[src/rtl/inst_fetch.sv]
// Instruction-fetch stage: owns the PC, keeps at most one request outstanding on the
// instruction SRAM-like bus, and drives the IF/ID pipeline register.
module inst_fetch #(
   parameter logic [31:0] RESET_PC = 32'hBFC0_0000
) (
   input  logic        clk,
   input  logic        rst,
   input  logic [5:0]  stall,
   input  logic        flush,
   input  logic [31:0] new_pc,
   input  logic [32:0] br_bus,
   output logic        inst_req,
   output logic [31:0] inst_addr,
   input  logic        inst_addr_ok,
   input  logic        inst_data_ok,
   input  logic [31:0] inst_rdata,
   output logic [32:0] if_to_id_bus,
   output logic [31:0] inst
);

   typedef enum logic [1:0] {
      S_REQ,
      S_WAIT,
      S_HOLD
   } state_t;

   state_t      state_reg, state_next;
   logic [31:0] pc_reg, pc_next;
   logic [31:0] req_pc_reg, req_pc_next;
   logic        redir_v_reg, redir_v_next;
   logic [31:0] redir_pc_reg, redir_pc_next;
   logic        cancel_reg, cancel_next;
   logic [31:0] hold_pc_reg, hold_pc_next;
   logic [31:0] hold_inst_reg, hold_inst_next;
   logic [32:0] out_bus_reg, out_bus_next;
   logic [31:0] out_inst_reg, out_inst_next;

   logic        br_e;
   logic [31:0] br_addr;
   logic        handshake;
   logic        avail;
   logic        deliver;
   logic [31:0] dlv_pc;
   logic [31:0] dlv_inst;
   logic        unused_stall;

   // Only the PC, IF/ID and ID stall bits matter to this stage.
   assign unused_stall = &{1'b0, stall[5:3]};

   assign br_e      = br_bus[32];
   assign br_addr   = br_bus[31:0];
   assign inst_req  = (state_reg == S_REQ) && !stall[0];
   assign inst_addr = pc_reg;
   assign handshake = inst_req && inst_addr_ok;
   assign avail     = ((state_reg == S_WAIT) && inst_data_ok && !cancel_reg)
                    || (state_reg == S_HOLD);
   assign dlv_pc    = (state_reg == S_HOLD) ? hold_pc_reg : req_pc_reg;
   assign dlv_inst  = (state_reg == S_HOLD) ? hold_inst_reg : inst_rdata;
   assign deliver   = avail && !stall[1] && !flush;

   assign if_to_id_bus = out_bus_reg;
   assign inst         = out_inst_reg;

   always_comb begin
      state_next     = state_reg;
      req_pc_next    = req_pc_reg;
      cancel_next    = cancel_reg;
      hold_pc_next   = hold_pc_reg;
      hold_inst_next = hold_inst_reg;

      case (state_reg)
         S_REQ: begin
            if (handshake) begin
               req_pc_next = pc_reg;
               state_next  = S_WAIT;
               if (flush) begin
                  cancel_next = 1'b1;
               end
            end
         end
         S_WAIT: begin
            if (inst_data_ok) begin
               if (flush || cancel_reg) begin
                  state_next  = S_REQ;
                  cancel_next = 1'b0;
               end else if (!stall[1]) begin
                  state_next = S_REQ;
               end else begin
                  state_next     = S_HOLD;
                  hold_pc_next   = req_pc_reg;
                  hold_inst_next = inst_rdata;
               end
            end else if (flush) begin
               cancel_next = 1'b1;
            end
         end
         S_HOLD: begin
            if (flush || !stall[1]) begin
               state_next = S_REQ;
            end
         end
         default: begin
            state_next = S_REQ;
         end
      endcase
   end

   // A branch seen in the same cycle as a delivery leaves that delivery alone and
   // redirects the one after it; the delivery consumes only an already-pending redirect.
   always_comb begin
      pc_next       = pc_reg;
      redir_v_next  = redir_v_reg;
      redir_pc_next = redir_pc_reg;

      if (flush) begin
         pc_next      = new_pc;
         redir_v_next = 1'b0;
      end else begin
         if (deliver) begin
            pc_next      = redir_v_reg ? redir_pc_reg : dlv_pc + 32'd4;
            redir_v_next = 1'b0;
         end
         if (br_e) begin
            redir_v_next  = 1'b1;
            redir_pc_next = br_addr;
         end
      end
   end

   always_comb begin
      out_bus_next  = out_bus_reg;
      out_inst_next = out_inst_reg;

      if (flush) begin
         out_bus_next  = '0;
         out_inst_next = '0;
      end else if (!stall[1]) begin
         out_bus_next  = avail ? {1'b1, dlv_pc} : 33'd0;
         out_inst_next = avail ? dlv_inst : 32'd0;
      end else if (!stall[2]) begin
         out_bus_next  = '0;
         out_inst_next = '0;
      end
   end

   always_ff @(posedge clk or posedge rst) begin
      if (rst) begin
         state_reg     <= S_REQ;
         pc_reg        <= RESET_PC;
         req_pc_reg    <= '0;
         redir_v_reg   <= 1'b0;
         redir_pc_reg  <= '0;
         cancel_reg    <= 1'b0;
         hold_pc_reg   <= '0;
         hold_inst_reg <= '0;
         out_bus_reg   <= '0;
         out_inst_reg  <= '0;
      end else begin
         state_reg     <= state_next;
         pc_reg        <= pc_next;
         req_pc_reg    <= req_pc_next;
         redir_v_reg   <= redir_v_next;
         redir_pc_reg  <= redir_pc_next;
         cancel_reg    <= cancel_next;
         hold_pc_reg   <= hold_pc_next;
         hold_inst_reg <= hold_inst_next;
         out_bus_reg   <= out_bus_next;
         out_inst_reg  <= out_inst_next;
      end
   end

endmodule

[config.mk]
export PLATFORM = sky130hd
export DESIGN_NAME = inst_fetch
export DESIGN_NICKNAME = d
export VERILOG_FILES = /design/src/rtl/inst_fetch.sv
export SDC_FILE = /design/constraint.sdc
export NUM_CORES = 1
export LEC_CHECK = 0
export ABC_CLOCK_PERIOD_IN_PS = 10350
export BUFFER_PORTS_ARGS = -buffer_cell sky130_fd_sc_hd__buf_4
export CAP_MARGIN = 20
export CORE_MARGIN = 2
export CORE_UTILIZATION = 35
export DETAILED_ROUTE_END_ITERATION = 7
export SYNTH_ARGS = -nofsm -noshare
export SYNTH_HDL_FRONTEND = slang
export SYNTH_SLANG_ARGS = --single-unit
export TNS_END_PERCENT = 20
[constraint.sdc]
create_clock -name clk -period 10.35 [get_ports clk]
set_clock_uncertainty 0.1 [all_clocks]
set_input_delay 2.5875 -clock clk [delete_from_list [all_inputs] [get_ports clk]]
set_output_delay 2.5875 -clock clk [all_outputs]
set_load 0.05 [all_outputs]
==> flow_summary.yaml, run 1 <==
timing:
  max_freq_mhz: 172
  hold_viol: 0
  maxSlewHeadroom_pct: 25.6
  setup_violations: 0
  period_share_pct: 56.0
  min_period_ns: 5.80
  worst_slack_ns: 4.55
  setup_tns_ns: 0
  final_max_slew_viol_count: 0
  rsz0062_at_grt: "false"
  tightest_slew_ns: 1.12
yosys:
  muxShareOfSynthArea_pct: 21.4
  synth_area_leaders: "dfrtp_1 (52%), mux2_2 (14%), mux2i_1 (7.1%)"
  synth-xor-area-share_pct: 1.99
  ys_top_cells_by_count: "dfrtp_1 (220), nand2_1 (139), mux2_2 (131)"
  ys_seq_elements: 229
  synth_top_family_by_area: "multiplexers"
  synth_flop_cell: "dfrtp_1"
  yosysSeqAreaShare_pct: 54.3
  syn_nets: 1041
  avgSynthCellArea_um2: 11.3
  synth_largest_area_cell: "dfrtp_1"
  yosysMostFrequentCell: "dfrtp_1"
  synth-warning-count: 0
  synth-edff-count: 0
  synthAdderAreaFrac_pct: 0.118
  syn_inst: 932
  synth_area_um2: 10600
  synth_top_area_share_pct: 52.1
  synth-compound-area-share_pct: 9.03
  yosys.area_share.simple_pct: 10.3
  synthDistinctLibCells: 57
  async_reset_ff_share_pct: 100
floorplan:
  start_util_pct: 35.6
  die_h_um: 178
  rows: 63
  die_w_um: 178
  io_pins: 206
  die-area_um2: 31600
  coreArea_um2: 29700
global_route:
  grt_pass1_vias: 7804
  globalRouteOverflowTotal: 0
  grt_usage_pct: 18.9
  antenna_found_initial: 1
  grt_max_degree: 88
  grt_pass1_wl_um: 46200
min_path:
  holdPathStages: 2
  hold_class: "register to register"
  hold_start: "if_to_id_bus[32]$_DFFE_PP0P_"
  whs_endpoint: "if_to_id_bus[32]$_DFFE_PP0P_"
placed_design:
  gp_congestion: 0.807
  dpl_cell_area_um2: 12400
  hpwl_um: 19800
  place_ws_ns: 4.55
  numPortBuffers: 202
worst_setup_path:
  worstPathRequired_ns: 7.66
  r2r_start: "state_reg[0]$_DFFE_PP0P_"
  crit_fanout: 2
  reg2reg_depth: 7
  arrival_ns: 3.11
  crit_path_start_kind: "input port"
  r2r_end: "inst_addr[27]$_DFFE_PP1P_"
  rrSetupSlack_ns: 6.44
  crit_type: "input port to output pin"
  crit_path_end_kind: "output pin"
power_and_ir_drop:
  p_sw_share_pct: 29.5
  p_total_uw: 2680
  p_sw_uw: 792
  p_leak_uw: 0.00650
  pwr-share-clk_pct: 34.4
  cellPowerDensity_nw_per_um2: 201
  power_frac_comb_pct: 19.8
  vdd_drop_max_mv: 0.122
  p_seq_share_pct: 45.8
  p_int_uw: 1890
clocking:
  ctsLongestPathBuffers: 3
  htreeDepth: 1
  cts_hold_buf: 0
  clock-sinks: 229
  tritoncts: "built"
  numCtsBuffers: 26
  cts_setup_buffers: 0
  root_buffer: "clkbuf_16"
  ctsResizeCount: 0
  clk_transition_reported_paths_ns: 0.06
  insertion_delay_ns: 0.53
cells_and_area:
  drive_gt1_share_pct: 36.3
  regArea_um2: 5740
  multiInputGateArea_um2: 4570
  finalNetCount: 1223
  syn2layout_area_growth_pct: 26.1
  fill_cells: 2817
  largest_register_ffs: 33
  fin_area_um2: 13300
routing:
  first_iter_violations: 447
  drc: 0
  routedWlPerCell_um: 19.6
  drt-pass1-iter-count: 4
  ant_nets: 0
  wirelength_um: 29800
  avgViaCountPerCell: 5.16
  vias: 7856
outcome:
  status: "complete, no violations"
run:
  drv_cap: 0
-- through the flow --
| stage | std cells | hold slack, ns | utilization [%] |
|---|---|---|---|
| detailed placement | 1474 | 0.372 | 41.8 |
| global placement | 1474 | 0.366 | 41.8 |
| global route | 1521 | 0.407 | 44.9 |
| finish | 1522 | 0.377 | 44.9 |
| floorplan | 932 | 0.371 | - |
| CTS | 1519 | 0.387 | 44.7 |
-- placed cells by master, fill, tap and decap left out, types with 2 or more instances in the layout --
cell / netlist / layout
and3_1: 15 / 14
a221o_1: 3 / 3
a21oi_1: 41 / 40
nand3_1: 26 / 25
mux2i_1: 75 / 75
clkbuf_8: 0 / 12
a31o_1: 2 / 2
clkbuf_1: 44 / 3
o21ai_0: 45 / 45
nand4_1: 9 / 9
buf_16: 0 / 2
nor3_1: 8 / 8
inv_1: 6 / 5
mux2i_2: 3 / 3
o31ai_1: 2 / 2
nor2_1: 10 / 10
o211ai_1: 5 / 5
xor2_1: 10 / 10
nor4_1: 2 / 2
xnor2_1: 14 / 14
or3_1: 7 / 7
a31oi_1: 4 / 4
dfrtp_1: 220 / 220
dfstp_2: 9 / 9
buf_4: 6 / 211
o221ai_1: 2 / 2
nor4_2: 2 / 2
a22o_1: 2 / 2
o21ai_1: 51 / 51
nand2_1: 139 / 138
nand4b_1: 2 / 2
clkbuf_16: 0 / 27
clkinv_2: 0 / 3
nand2b_1: 5 / 4
mux2_2: 131 / 131
-- critical path: stages --
cell    delay [ns]
buf_4         0.11
nor3_1        0.17
buf_4         0.24
-- final cells by class --
| cell class | instances | share of cell area (%) |
|---|---|---|
| Timing Repair Buffer | 213 | 12.3 |
| Sequential cell | 229 | 43.0 |
| Clock buffer | 42 | 6.39 |
| Tap cell | 390 | 3.66 |
| Clock inverter | 3 | 0.113 |
| Antenna cell | 1 | 0.0188 |
| Multi-Input combinational cell | 637 | 34.2 |
| Inverter | 7 | 0.253 |
-- power groups by stage --
stage / Combinational (uW) / Sequential (uW) / Clock [uW]
after floorplan: 327 / 1260 / 0
after global placement: 525 / 1230 / 0
after detailed placement: 534 / 1240 / 0
after CTS: 536 / 1230 / 948
after global routing: 579 / 1260 / 981
final: 531 / 1230 / 925
-- layer usage --
metal / wire (um) / part of all wire, % / GRT usage [%]
met1: 13600 / 46 / 26.6
met2: 13800 / 46 / 29.8
met3: 1640 / 5.5 / 3.08
met4: 781 / 2.6 / 5.77
met5: 0 / 0 / 0
-- worst max-delay path by stage --
stage / start / endpoint / slack (ns) / cells past startpoint
floorplan: rst / cancel_reg$_DFFE_PP0P_ / 1.40 / 1
global placement: stall[0] / inst_req / 4.57 / 3
detailed placement: stall[0] / inst_req / 4.55 / 3
CTS: stall[0] / inst_req / 4.55 / 3
global route: stall[0] / inst_req / 4.54 / 3
finish: stall[0] / inst_req / 4.55 / 3
-- cell families (layout without fill, tap and decap cells) --
family / count (synthesis) / after routing
AOI/OAI and AO/OA: 169 / 169
xor gates and xnor gates: 24 / 24
adders and majority gates: 1 / 1
buffers and inverters: 66 / 265
DFF: 229 / 229
muxes: 209 / 209
other: 0 / 1
and+or+nand+nor: 234 / 234
Note: power is estimated with default switching activity, not from simulation.
==> run 2: changes to the inputs <==
Settings changed: ABC_CLOCK_PERIOD_IN_PS 10350 to 5900.
Clock period 10.35 ns to 5.9 ns, I/O delays scaled along.
==> run 2 against run 1 <==
Effect of this change: critical path depth is 2 higher; sequential power is 76% higher; non-clock buffer count stayed put; worst hold slack worse by 0.0015 ns; cell count is 0.26% higher; routed wire length is 2.5% higher.
==> flow_summary.yaml, run 2 (synthesized netlist as in run 1, its figures left out) <==
worst_setup_path:
  worstPathRequired_ns: 6.21
  rrSetupSlack_ns: 2.29
  crit_path_end_kind: "register"
  slowest_delay_ns: 0.53
  crit_path_start_kind: "input port"
  crit_path_cell_trace: "buf_4 -> inv_1 -> nand3_4 -> buf_4 -> mux2_2"
  crit_fanout: 60
  crit_type: "input port to register"
  arrival_ns: 4.02
  crit_top_cell: "buf_4"
  critPathSlowestCell: "buf_4"
power_and_ir_drop:
  cellPowerDensity_nw_per_um2: 356
  vdd_drop_max_mv: 0.215
  p_leak_uw: 0.00647
  p_total_uw: 4750
clocking:
  cts_setup_buffers: 0
  clk_transition_reported_paths_ns: 0.06
  clock-sinks: 229
  ctsLongestPathBuffers: 3
  numCtsBuffers: 27
  ctsResizeCount: 0
  root_buffer: "clkbuf_16"
  htreeDepth: 1
  tritoncts: "built"
  cts_hold_buf: 0
  insertion_delay_ns: 0.54
floorplan:
  die_h_um: 178
  start_util_pct: 35.6
  coreArea_um2: 29700
  die-area_um2: 31600
  io_pins: 206
  rows: 63
  die_w_um: 178
routing:
  first_iter_violations: 468
  avgViaCountPerCell: 5.22
  ant_nets: 0
  vias: 7966
  wirelength_um: 30600
  drt-pass1-iter-count: 4
  drc: 0
  routedWlPerCell_um: 20.0
timing:
  final_max_slew_viol_count: 0
  hold_viol: 0
  setup_tns_ns: 0
  period_share_pct: 62.8
  tightest_slew_ns: 1.02
  min_period_ns: 3.70
  maxSlewHeadroom_pct: 32.0
  rsz0062_at_grt: "false"
  max_freq_mhz: 270
  setup_violations: 0
cells_and_area:
  finalNetCount: 1224
  largest_register_ffs: 33
  final_cell_mix: "dfrtp_1 (220), buf_4 (211), nand2_1 (138), mux2_2 (131), mux2i_1 (75)"
  syn2layout_area_growth_pct: 26.0
  fill_cells: 2795
  drive_gt1_share_pct: 35.8
  final_common_cell: "dfrtp_1"
placed_design:
  numPortBuffers: 202
  hpwl_um: 20000
  gp_congestion: 0.835
global_route:
  grt_pass1_wl_um: 46800
  grt_max_degree: 150
  antenna_found_initial: 1
  grt_usage_pct: 19.1
  grt_pass1_vias: 7960
  globalRouteOverflowTotal: 0
run:
  drv_cap: 0
min_path:
  hold_class: "register to register"
outcome:
  status: "complete, no violations"
## run 2: cell count changes in the layout (fill, tap and decap cells not counted)
cell        previous run  this run
clkbuf_1               3        12
clkbuf_8              12         5
bufinv_16              0         2
clkinv_2               3         1
clkinvlp_4             0         2
buf_12                 0         1
buf_16                 2         1
inv_6                  0         1
inv_8                  1         0
## run 2: cell type report
| cell class | count | area [um^2] | area share, % |
|---|---|---|---|
| flip-flops and latches | 229 | 5740 | 43.1 |
| multi-input cells | 637 | 4570 | 34.3 |
| repair buffers | 213 | 1630 | 12.2 |
| clock buffers | 44 | 790 | 5.92 |
| well taps | 390 | 488 | 3.66 |
| clock inverters | 5 | 81.3 | 0.610 |
| inverters | 7 | 30.0 | 0.225 |
| diodes | 1 | 2.50 | 0.0188 |
## run 2: worst paths after layout
check	startpoint	to	cells past startpoint
max	flush	hold_inst_reg[11]$_DFFE_PP0P_	5
min	if_to_id_bus[32]$_DFFE_PP0P_	if_to_id_bus[32]$_DFFE_PP0P_	2
max reg2reg	state_reg[0]$_DFFE_PP0P_	inst_addr[30]$_DFFE_PP0P_	8
min reg2reg	if_to_id_bus[32]$_DFFE_PP0P_	if_to_id_bus[32]$_DFFE_PP0P_	2
max in group asynchronous	rst	inst_addr[6]$_DFFE_PP0P_	3
min in group asynchronous	rst	redir_pc_reg[19]$_DFFE_PP0P_	2
## run 2: routing by layer
layer | global-route usage, % | vias up | wire length, um
li1 | - | 3678 | -
met1 | 27.0 | 3990 | 14000
met2 | 29.7 | 237 | 14000
met3 | 3.00 | 61 | 1530
met4 | 6.66 | 0 | 1020
met5 | 0 | - | 0
## run 2: metrics by stage
stage | cells | hold WS [ns] | setup slack, ns | util (%) | area (um^2)
final | 1526 | 0.375 | 2.20 | 44.9 | 13300
after global routing | 1526 | 0.391 | 2.04 | 44.9 | 13300
after CTS | 1524 | 0.384 | 2.19 | 44.8 | 13300
after detailed placement | 1475 | 0.369 | 1.62 | 41.8 | 12400
after global placement | 1475 | 0.367 | 1.66 | 41.8 | 12400
after floorplan | 932 | 0.371 | 1.34 | - | 10600
## run 2: power breakdown
part	total, uW	switching [uW]	internal (uW)
Combinational	944	495	449
Clock	1650	656	996
Sequential	2160	261	1890
Total	4750	1410	3340
## run 2: worst max-delay path: cells and delay by family
| kind | cells | cell delay (ns) |
|---|---|---|
| multiplexers | 1 | 0.40 |
| buffers and inverters | 3 | 1.57 |
| AND/OR/NAND/NOR | 1 | 0.51 |
